`config.mk`:
```
export PLATFORM = sky130hd
export DESIGN_NAME = bcd_scan_display_flat
export DESIGN_NICKNAME = d
export VERILOG_FILES = /design/src/rtl/seg7_pkg.sv /design/src/rtl/bcd_scan_display_if.sv /design/src/rtl/seg7_decode.sv /design/src/rtl/bcd_scan_display.sv /design/src/flat_wrapper.sv
export SDC_FILE = /design/constraint.sdc
export NUM_CORES = 1
export LEC_CHECK = 0
export CORE_AREA = 2 2 72 74
export DETAILED_ROUTE_END_ITERATION = 6
export DIE_AREA = 0 0 74 76
export MAX_ROUTING_LAYER = met4
export PLACE_DENSITY_LB_ADDON = 0.15
export SLEW_MARGIN = 15
export SYNTH_ARGS = -nofsm -noshare
export SYNTH_HDL_FRONTEND = slang
export SYNTH_SLANG_ARGS = --single-unit
```
`constraint.sdc`:
```
create_clock -name clk -period 2 [get_ports clk]
set_clock_uncertainty 0.15 [all_clocks]
set_input_delay 0.2 -clock clk [delete_from_list [all_inputs] [get_ports clk]]
set_output_delay 0.2 -clock clk [all_outputs]
set_load 0.01 [all_outputs]
```
`src/rtl/seg7_pkg.sv`:
```
// seg7_pkg: seven-segment pattern table and output polarity helpers
package seg7_pkg;
  localparam logic [6:0] SEG_OFF = 7'b0000000;
  localparam logic [6:0] SEG_TABLE [16] = '{
    7'b1111110, 7'b0110000, 7'b1101101, 7'b1111001,
    7'b0110011, 7'b1011011, 7'b1011111, 7'b1110000,
    7'b1111111, 7'b1111011, SEG_OFF, SEG_OFF,
    SEG_OFF, SEG_OFF, SEG_OFF, SEG_OFF
  };
  function automatic logic [6:0] seg_drive(input logic [6:0] pat, input logic active_low);
    return active_low ? ~pat : pat;
  endfunction
  function automatic logic bit_drive(input logic b, input logic active_low);
    return b ^ active_low;
  endfunction
endpackage

```
`src/rtl/bcd_scan_display_if.sv`:
```
// bcd_scan_display_if: control, data and pin bundle of the scanned display
interface bcd_scan_display_if #(parameter int N_DIGITS = 4);
  logic                  ena;
  logic                  load;
  logic [4*N_DIGITS-1:0] bcd_in;
  logic [N_DIGITS-1:0]   dp_in;
  logic                  lz_blank;
  logic [2:0]            bright;
  logic                  disp_en;
  logic [6:0]            seg;
  logic                  dp;
  logic [N_DIGITS-1:0]   dig_sel;
  modport master (
    output ena, load, bcd_in, dp_in, lz_blank, bright, disp_en,
    input  seg, dp, dig_sel
  );
  modport slave (
    input  ena, load, bcd_in, dp_in, lz_blank, bright, disp_en,
    output seg, dp, dig_sel
  );
endinterface

```
`src/rtl/seg7_decode.sv`:
```
// seg7_decode: BCD digit to {a..g} pattern, non-decimal codes dark
module seg7_decode
  import seg7_pkg::*;
(
  input  logic [3:0] bcd,
  output logic [6:0] pat
);
  assign pat = SEG_TABLE[bcd];
endmodule

```
`src/rtl/bcd_scan_display.sv`:
```
// bcd_scan_display: time-multiplexed BCD seven-segment driver with blanking and dimming
module bcd_scan_display
  import seg7_pkg::*;
#(
  parameter int N_DIGITS       = 4,
  parameter int DIV_WIDTH      = 10,
  parameter int SEG_ACTIVE_LOW = 0,
  parameter int DIG_ACTIVE_LOW = 0
) (
  input logic              clk,
  input logic              rst_n,
  bcd_scan_display_if.slave bus
);
  localparam int IW = $clog2(N_DIGITS);
  localparam logic SA = SEG_ACTIVE_LOW != 0;
  localparam logic DA = DIG_ACTIVE_LOW != 0;
  localparam logic [6:0] SEG_IDLE = seg_drive(SEG_OFF, SA);
  localparam logic [N_DIGITS-1:0] DIG_IDLE = {N_DIGITS{DA}};
  logic [DIV_WIDTH-1:0]  presc;
  logic [IW-1:0]         idx;
  logic [4*N_DIGITS-1:0] sh_bcd;
  logic [N_DIGITS-1:0]   sh_dp;
  logic [N_DIGITS-1:0]   lz;
  logic                  tick;
  logic                  lit;
  logic                  blank;
  logic [3:0]            cur;
  logic [6:0]            pat;
  logic [6:0]            seg_n;
  logic                  dp_n;
  logic [N_DIGITS-1:0]   dig_n;
  logic [6:0]            seg_q;
  logic                  dp_q;
  logic [N_DIGITS-1:0]   dig_q;
  assign tick = bus.ena && (&presc);
  assign cur  = sh_bcd[idx*4 +: 4];
  seg7_decode u_dec (
    .bcd(cur),
    .pat(pat)
  );
  // lz[i]: every shadow digit from the top down to i is zero; digit 0 is never suppressed
  always_comb begin
    lz = '0;
    lz[N_DIGITS-1] = sh_bcd[4*N_DIGITS-1 -: 4] == 4'd0;
    for (int i = N_DIGITS - 2; i >= 1; i--) lz[i] = lz[i+1] && (sh_bcd[4*i +: 4] == 4'd0);
  end
  assign blank = bus.lz_blank && lz[idx];
  assign lit   = bus.disp_en && (presc[DIV_WIDTH-1 -: 3] <= bus.bright);
  assign seg_n = seg_drive((lit && !blank) ? pat : SEG_OFF, SA);
  assign dp_n  = bit_drive(lit && sh_dp[idx], SA);
  assign dig_n = (lit ? (N_DIGITS'(1) << idx) : '0) ^ DIG_IDLE;
  // prescaler, scan index and shadow capture; load and tick may share an edge
  always_ff @(posedge clk or negedge rst_n) begin
    if (!rst_n) begin
      presc  <= '0;
      idx    <= '0;
      sh_bcd <= '0;
      sh_dp  <= '0;
    end else begin
      if (bus.ena) presc <= presc + 1'b1;
      if (tick) idx <= (idx == IW'(N_DIGITS - 1)) ? '0 : idx + 1'b1;
      if (bus.load) begin
        sh_bcd <= bus.bcd_in;
        sh_dp  <= bus.dp_in;
      end
    end
  end
  // pin registers at final polarity; frozen together with the scan when ena is low
  always_ff @(posedge clk or negedge rst_n) begin
    if (!rst_n) begin
      seg_q <= SEG_IDLE;
      dp_q  <= SA;
      dig_q <= DIG_IDLE;
    end else if (bus.ena) begin
      seg_q <= seg_n;
      dp_q  <= dp_n;
      dig_q <= dig_n;
    end
  end
  assign bus.seg     = seg_q;
  assign bus.dp      = dp_q;
  assign bus.dig_sel = dig_q;
endmodule

```
`src/flat_wrapper.sv`:
```
// flat-port wrapper written by rule: the top's interface ports become plain ports
module bcd_scan_display_flat import seg7_pkg::*;
#(
  parameter int N_DIGITS       = 4,
  parameter int DIV_WIDTH      = 10,
  parameter int SEG_ACTIVE_LOW = 0,
  parameter int DIG_ACTIVE_LOW = 0
)
  (clk, rst_n, bus_ena, bus_load, bus_bcd_in, bus_dp_in, bus_lz_blank, bus_bright, bus_disp_en, bus_seg, bus_dp, bus_dig_sel);
  bcd_scan_display_if #(.N_DIGITS(N_DIGITS)) bus_i ();
  input logic clk;
  input logic rst_n;
  input wire logic [$bits(bus_i.ena)-1:0] bus_ena;
  input wire logic [$bits(bus_i.load)-1:0] bus_load;
  input wire logic [$bits(bus_i.bcd_in)-1:0] bus_bcd_in;
  input wire logic [$bits(bus_i.dp_in)-1:0] bus_dp_in;
  input wire logic [$bits(bus_i.lz_blank)-1:0] bus_lz_blank;
  input wire logic [$bits(bus_i.bright)-1:0] bus_bright;
  input wire logic [$bits(bus_i.disp_en)-1:0] bus_disp_en;
  output wire logic [$bits(bus_i.seg)-1:0] bus_seg;
  output wire logic [$bits(bus_i.dp)-1:0] bus_dp;
  output wire logic [$bits(bus_i.dig_sel)-1:0] bus_dig_sel;
  assign bus_i.ena = bus_ena;
  assign bus_i.load = bus_load;
  assign bus_i.bcd_in = bus_bcd_in;
  assign bus_i.dp_in = bus_dp_in;
  assign bus_i.lz_blank = bus_lz_blank;
  assign bus_i.bright = bus_bright;
  assign bus_i.disp_en = bus_disp_en;
  assign bus_seg = bus_i.seg;
  assign bus_dp = bus_i.dp;
  assign bus_dig_sel = bus_i.dig_sel;
  bcd_scan_display #(.N_DIGITS(N_DIGITS), .DIV_WIDTH(DIV_WIDTH), .SEG_ACTIVE_LOW(SEG_ACTIVE_LOW), .DIG_ACTIVE_LOW(DIG_ACTIVE_LOW)) u_core (.clk(clk), .rst_n(rst_n), .bus(bus_i));
endmodule
```
Word level (Yosys, flattened, before mapping)

Memory sizes are Yosys's and may differ from the RTL's.
Index checks and enable logic that the tools add are counted.

Register bits: 44
Bits in read-only memories: 112
Input bits: 29
Output and inout port bits: 12
Word-level logic and storage cells: 38
Memories: 1

Add/sub/neg operators: 2
Order comparisons: 3
Equality and inequality tests: 1
Shifts and indexed selects: 2
Muxes and demuxes: 9
Bitwise logic cells: 1
Reduce and logical (&&, ||, !) cells: 12

Memories:

| memory           | words | bits a word | read ports | clocked after memory_dff | write ports | RTL line         | source |
|---|---|---|---|---|---|---|---|
| (name not given) | 16    | 7           | 1          | 0                        | 0           | seg7_decode.sv:8 | `assign pat = SEG_TABLE[bcd];` |

Operators with widths:

| operator              | number |
|---|---|
| $mux 7                | 3 |
| $shiftx 16x5->4       | 1 |
| $logic_not 4->1       | 3 |
| $add 10x1->10 const B | 1 |
| $reduce_and 10->1     | 1 |
| $logic_and 1x1->1     | 7 |
| $ge 5x5->1 const B    | 1 |
| $not 4->5             | 1 |
| $bmux 1 s2            | 2 |
| $mux 4                | 1 |
| $shl 1x2->4 const A   | 1 |
| $le 3x3->1            | 1 |
| $lt 2x3->1 const B    | 1 |
| $add 2x1->2 const B   | 1 |
| $eq 2x2->1 const B    | 1 |
| $mux 1                | 2 |
| $mux 2                | 1 |
| $logic_not 1->1       | 1 |

Logic depth before layout (Yosys ltp)

Depth after elaboration: 9
Mapped depth: 7
Gate-level depth less buffers: 7

Cells and area by module

Synthesis repeated with hierarchy kept, for this count alone.

Cell total of the unflattened synthesis: 193
Area, all modules: 2,338.5 µm²

By module, submodules not included:

| module           | instances | cells an instance | area an instance (µm²) | seq. area each (µm²) |
|---|---|---|---|---|
| bcd_scan_display | 1         | 165               | 2,118.3                | 1,101.1 |
| seg7_decode      | 1         | 28                | 220.2                  | 0.0 |

Least setup slack after synthesis

OpenSTA, ideal clock, no wires.

Kind: reg-to-reg
From: register u_core.idx[0]
To: register u_core.seg_q[2], in the netlist u_core.bus.seg[2]
Library setup time: 0.134 ns
Arrival time: 1.764 ns
Required time: 1.716 ns
Path slack: -0.048 ns
Stages on the path, launching flop included: 7
Path buffers: 1
Clock period less this slack: 2.048 ns
Cells stage by stage: dfrtp_1 > buf_6 > mux4_2 > ha_1 > mux2_1 > mux2i_1 > o22ai_1

Longest elaborated chain between the ends: 6
Elaborated cells between the ends (all ways): 11
Classes of those cells: shift: 1; mux: 5; bitwise: 1; reduce/logical: 3; memory: 1

RTL lines:

| what                                                              | RTL line                                       | source |
|---|---|---|
| start, declared                                                   | bcd_scan_display.sv:20                         | `logic [IW-1:0] idx;` |
| start signal, assigned                                            | bcd_scan_display.sv:61                         | `if (tick) idx <= (idx == IW'(N_DIGITS - 1)) ? '0 : idx + 1'b1;` |
| $shiftx 16x5->4 or $bmux 1 s2 (tied branches)                     | bcd_scan_display.sv:36, bcd_scan_display.sv:47 |  |
| $not 4->5 (implied by the code) or $mux 1 (tied branches)         | seg7_decode.sv:8, bcd_scan_display.sv:47       |  |
| $mem_v2 16x7 or $logic_and 1x1->1 (tied branches)                 | n/a                                            |  |
| $mux 7 (implied by the code) or $logic_not 1->1 (tied branches)   | seg7_decode.sv:8, bcd_scan_display.sv:49       |  |
| $mux 7 (implied by the code) or $logic_and 1x1->1 (tied branches) | seg7_decode.sv:8, bcd_scan_display.sv:49       |  |
| $mux 7 (*)                                                        | bcd_scan_display.sv:49                         | `assign seg_n = seg_drive((lit && !blank) ? pat : SEG_OFF, SA);` |
| end signal, assigned                                              | bcd_scan_display.sv:75                         | `seg_q <= seg_n;` |
| end, declared                                                     | bcd_scan_display.sv:32                         | `logic [6:0] seg_q;` |

Every way passes the cells marked *; elsewhere a longest branch is shown, timed or not. The select of a mux whose other input is x is not followed.
A chain may end at the register's enable or synchronous reset.

Final worst setup path

Same ends and word-level chain as after synthesis.

==> results <==
[cell type report]
class	count	area, um^2	share of cell area
clock buffers	5	68.8	0.0240
clock inverters	3	18.8	0.00655
inverters	20	77.6	0.0271
multi-input cells	113	1010	0.354
flip-flops and latches	44	1100	0.385
well taps	70	87.6	0.0306
repair buffers	53	495	0.173
[metrics by stage]
stage                     cell area (um^2)  instances  hold slack [ps]  power (W)
after detailed placement              2740        297              162    0.00160
final                                 2870        308              354    0.00213
after floorplan                       2230        184             -246    0.00140
after global routing                  2870        308              358    0.00227
after global placement                2740        297              146    0.00157
after CTS                             2840        306              349    0.00216
[logic make-up (layout without fill, tap and decap cells)]
family	count (synthesis)	after routing	synth area share
AND/OR/NAND/NOR	39	39	0.0896
flip-flops	44	44	0.502
multiplexers	30	30	0.179
AO/OA/AOI/OAI	21	21	0.0611
buffers and inverters	27	81	0.0536
XOR/XNOR	10	10	0.0400
adder cells (fa/ha/maj)	13	13	0.0742
[per-layer routing]
layer	wire (um)	track usage	part of all wire
met5	0	-	0
met4	82	0.0655	0.019
met3	175	0.0423	0.041
met2	2150	0.282	0.51
met1	1820	0.210	0.43
[power by group through the flow]
stage               Sequential [W]  Combinational, W  Clock (W)
floorplan                  0.00113          0.000273          0
global placement           0.00114          0.000430          0
detailed placement         0.00115          0.000456          0
CTS                        0.00113          0.000459   0.000568
global route               0.00115          0.000513   0.000606
finish                     0.00113          0.000458   0.000541
[timing repair]
item | in CTS | in global routing
hold buffers | 1 | 0
pin swaps | 0 | 2
endpoints found under the hold margin | 44 | 0
buffers inserted | 0 | 2
resized for setup | 1 | 2
setup endpoints to repair | 1 | 6
[flip-flops by register name, summed over array words and instances (netlist names)]
register,flops
u_core.sh_bcd,16
u_core.presc,10
u_core.bus.seg,7
u_core.bus.dig_sel,4
u_core.sh_dp,4
u_core.idx,2
u_core.bus.dp,1
[synthesized netlist by cell type, drive strengths merged]
cell,n
or4,1
nand2b,2
nor3,1
nand3,4
clkbuf,3
nand4,3
o22ai,7
nor4,1
dfrtp,44
mux2i,1
inv,20
mux2,24
and2,1
mux4,5
ha,13
nor3b,1
nand2,13
or4b,1
nor2,8
o21ai,8
xnor2,7
a211o,1
nor2b,2
a21oi,4
buf,4
xor2,3
a31oi,1
and3,1
[final timing paths]
check	startpoint	endpoint	slack, ps	cells past startpoint
max	u_core.idx[0]$_DFFE_PN0P_	u_core.bus.seg[2]$_DFFE_PN0P_	60	5
min	rst_n	u_core.presc[5]$_DFFE_PN0P_	350	3
max reg2reg	u_core.idx[0]$_DFFE_PN0P_	u_core.bus.seg[2]$_DFFE_PN0P_	60	5
min reg2reg	u_core.presc[2]$_DFFE_PN0P_	u_core.presc[2]$_DFFE_PN0P_	360	1
max in group asynchronous	rst_n	u_core.idx[0]$_DFFE_PN0P_	940	3
min in group clk	u_core.presc[2]$_DFFE_PN0P_	u_core.presc[2]$_DFFE_PN0P_	360	1
[worst min-delay path: stages]
cell,delay [ps]
dlygate4sd3_1,520
buf_2,100
buf_4,450
[cells in the final DEF (no fill, tap or decap), types with 2 or more instances in the layout]
cell type	Yosys	final
xnor2_1	7	7
nor2_1	8	8
xor2_1	3	3
mux4_2	5	5
ha_4	0	2
clkinv_2	0	2
nand2_1	13	13
nand3_1	3	3
mux2_2	23	23
inv_1	20	18
dfrtp_1	44	43
buf_4	0	12
clkbuf_8	0	5
nand4_1	3	3
nor2b_1	2	2
o21ai_0	6	6
clkdlybuf4s50_1	0	39
ha_1	13	11
o22ai_1	7	7
a21oi_1	3	3
==> impl_metrics.py <==
metrics = {
    "sta": {
        "max_clock_freq_mhz": 515,
        "hold_violations": 0,
        "period_needed_ps": 1940,
        "relSlewSlack": 0.634,
        "tns_ps": 0,
        "setup_viol": 0,
        "drv_slew": 0,
        "period_share": 0.971,
        "worst_slack_ps": 57.6,
        "tightestPinTransition_ps": 549,
        "rsz0062_at_grt": "yes",
    },
    "drt": {
        "drc": 0,
        "wl_um": 4230,
        "drt-initial-drc-count": 35,
        "via_per_inst": 4.87,
        "num_vias": 1500,
        "firstDrtPassIters": 3,
        "drtAntennaViolNets": 0,
        "routedWlPerCell_um": 13.7,
    },
    "synth": {
        "ys_types": 35,
        "avgSynthCellArea_um2": 11.9,
        "synth.top_cell.area_share": 0.502,
        "syn_inst": 184,
        "syn_nets": 226,
        "yosysSeqAreaShare": 0.502,
        "ys_warn_count": 0,
        "synth_area_leaders": "dfrtp_1 (50%), mux2_2 (12%), ha_1 (7.4%), mux4_2 (5.1%), inv_1 (3.4%)",
        "netlist.top_cell.by_area": "dfrtp_1",
        "synth-seq-cells": 44,
        "syn_area_mm2": 0.00219,
    },
    "placement": {
        "dp.final_hpwl_um": 3360,
        "port_buffers": 40,
        "place.gp.congestion": 0.845,
        "dpl_worst_slack_ps": -71.5,
    },
    "flow_run": {
        "cap_violations": 0,
    },
    "clock_network": {
        "cts_buffers": 5,
        "clk_path_buf_depth": 2,
        "cts_max_level": 2,
        "cts_tree": "done",
        "cts_sinks": 44,
        "clkLatencyLatePin_ps": 300,
        "clkTransAtPathRegs_ps": 80,
        "root_buffer": "clkbuf_8",
    },
    "cells_and_area": {
        "nets": 279,
        "final_util": 0.583,
        "diodes": 0,
        "fill_cells": 423,
        "drive_gt1_frac": 0.252,
        "area_growth_pct": 30.7,
    },
    "floorplan": {
        "start_util": 0.446,
        "num_rows": 26,
        "core_area_mm2": 0.00491,
        "die_area_mm2": 0.00562,
        "die_h_um": 76,
        "die_w_um": 74,
        "ios": 41,
    },
    "setup_path": {
        "crit_buf_inv": 0,
        "worst_ep_arrival_time_ps": 1970,
        "crit_type": "reg -> reg",
        "cp_top_family": "multiplexers",
        "required_ps": 2030,
        "max_stage_delay_ps": 600,
        "setup.worst_path.end_class": "register",
        "slowest_stage": "mux4_2",
        "crit_path_cell_trace": "mux4_2 -> ha_4 -> mux2_4 -> mux2i_1 -> o22ai_1",
        "cp-start-kind": "register",
        "crit_fanout": 5,
    },
    "power_and_ir_drop": {
        "comb_power_share": 0.215,
        "p_leak_nw": 1.23,
        "p_int_w": 0.00154,
        "vdd_ir_drop_max_v": 0.000361,
        "swShare": 0.278,
        "clkPwrFrac": 0.254,
        "p_switching_w": 0.000593,
        "power_per_cell_area_mw_per_mm2": 743,
        "sequentialPowerShare": 0.530,
    },
    "global_route": {
        "grt_max_degree": 45,
        "grt_pass1_vias": 1659,
        "antenna_found_initial": 0,
        "overflow": 0,
        "grt_pass1_wl_um": 7460,
        "grt_util_all_layers": 0.175,
    },
    "outcome": {
        "outcome": "completed",
    },
    "hold_path": {
        "hold_class": "in -> async",
    },
}
Note: power is estimated with default switching activity, not from simulation.
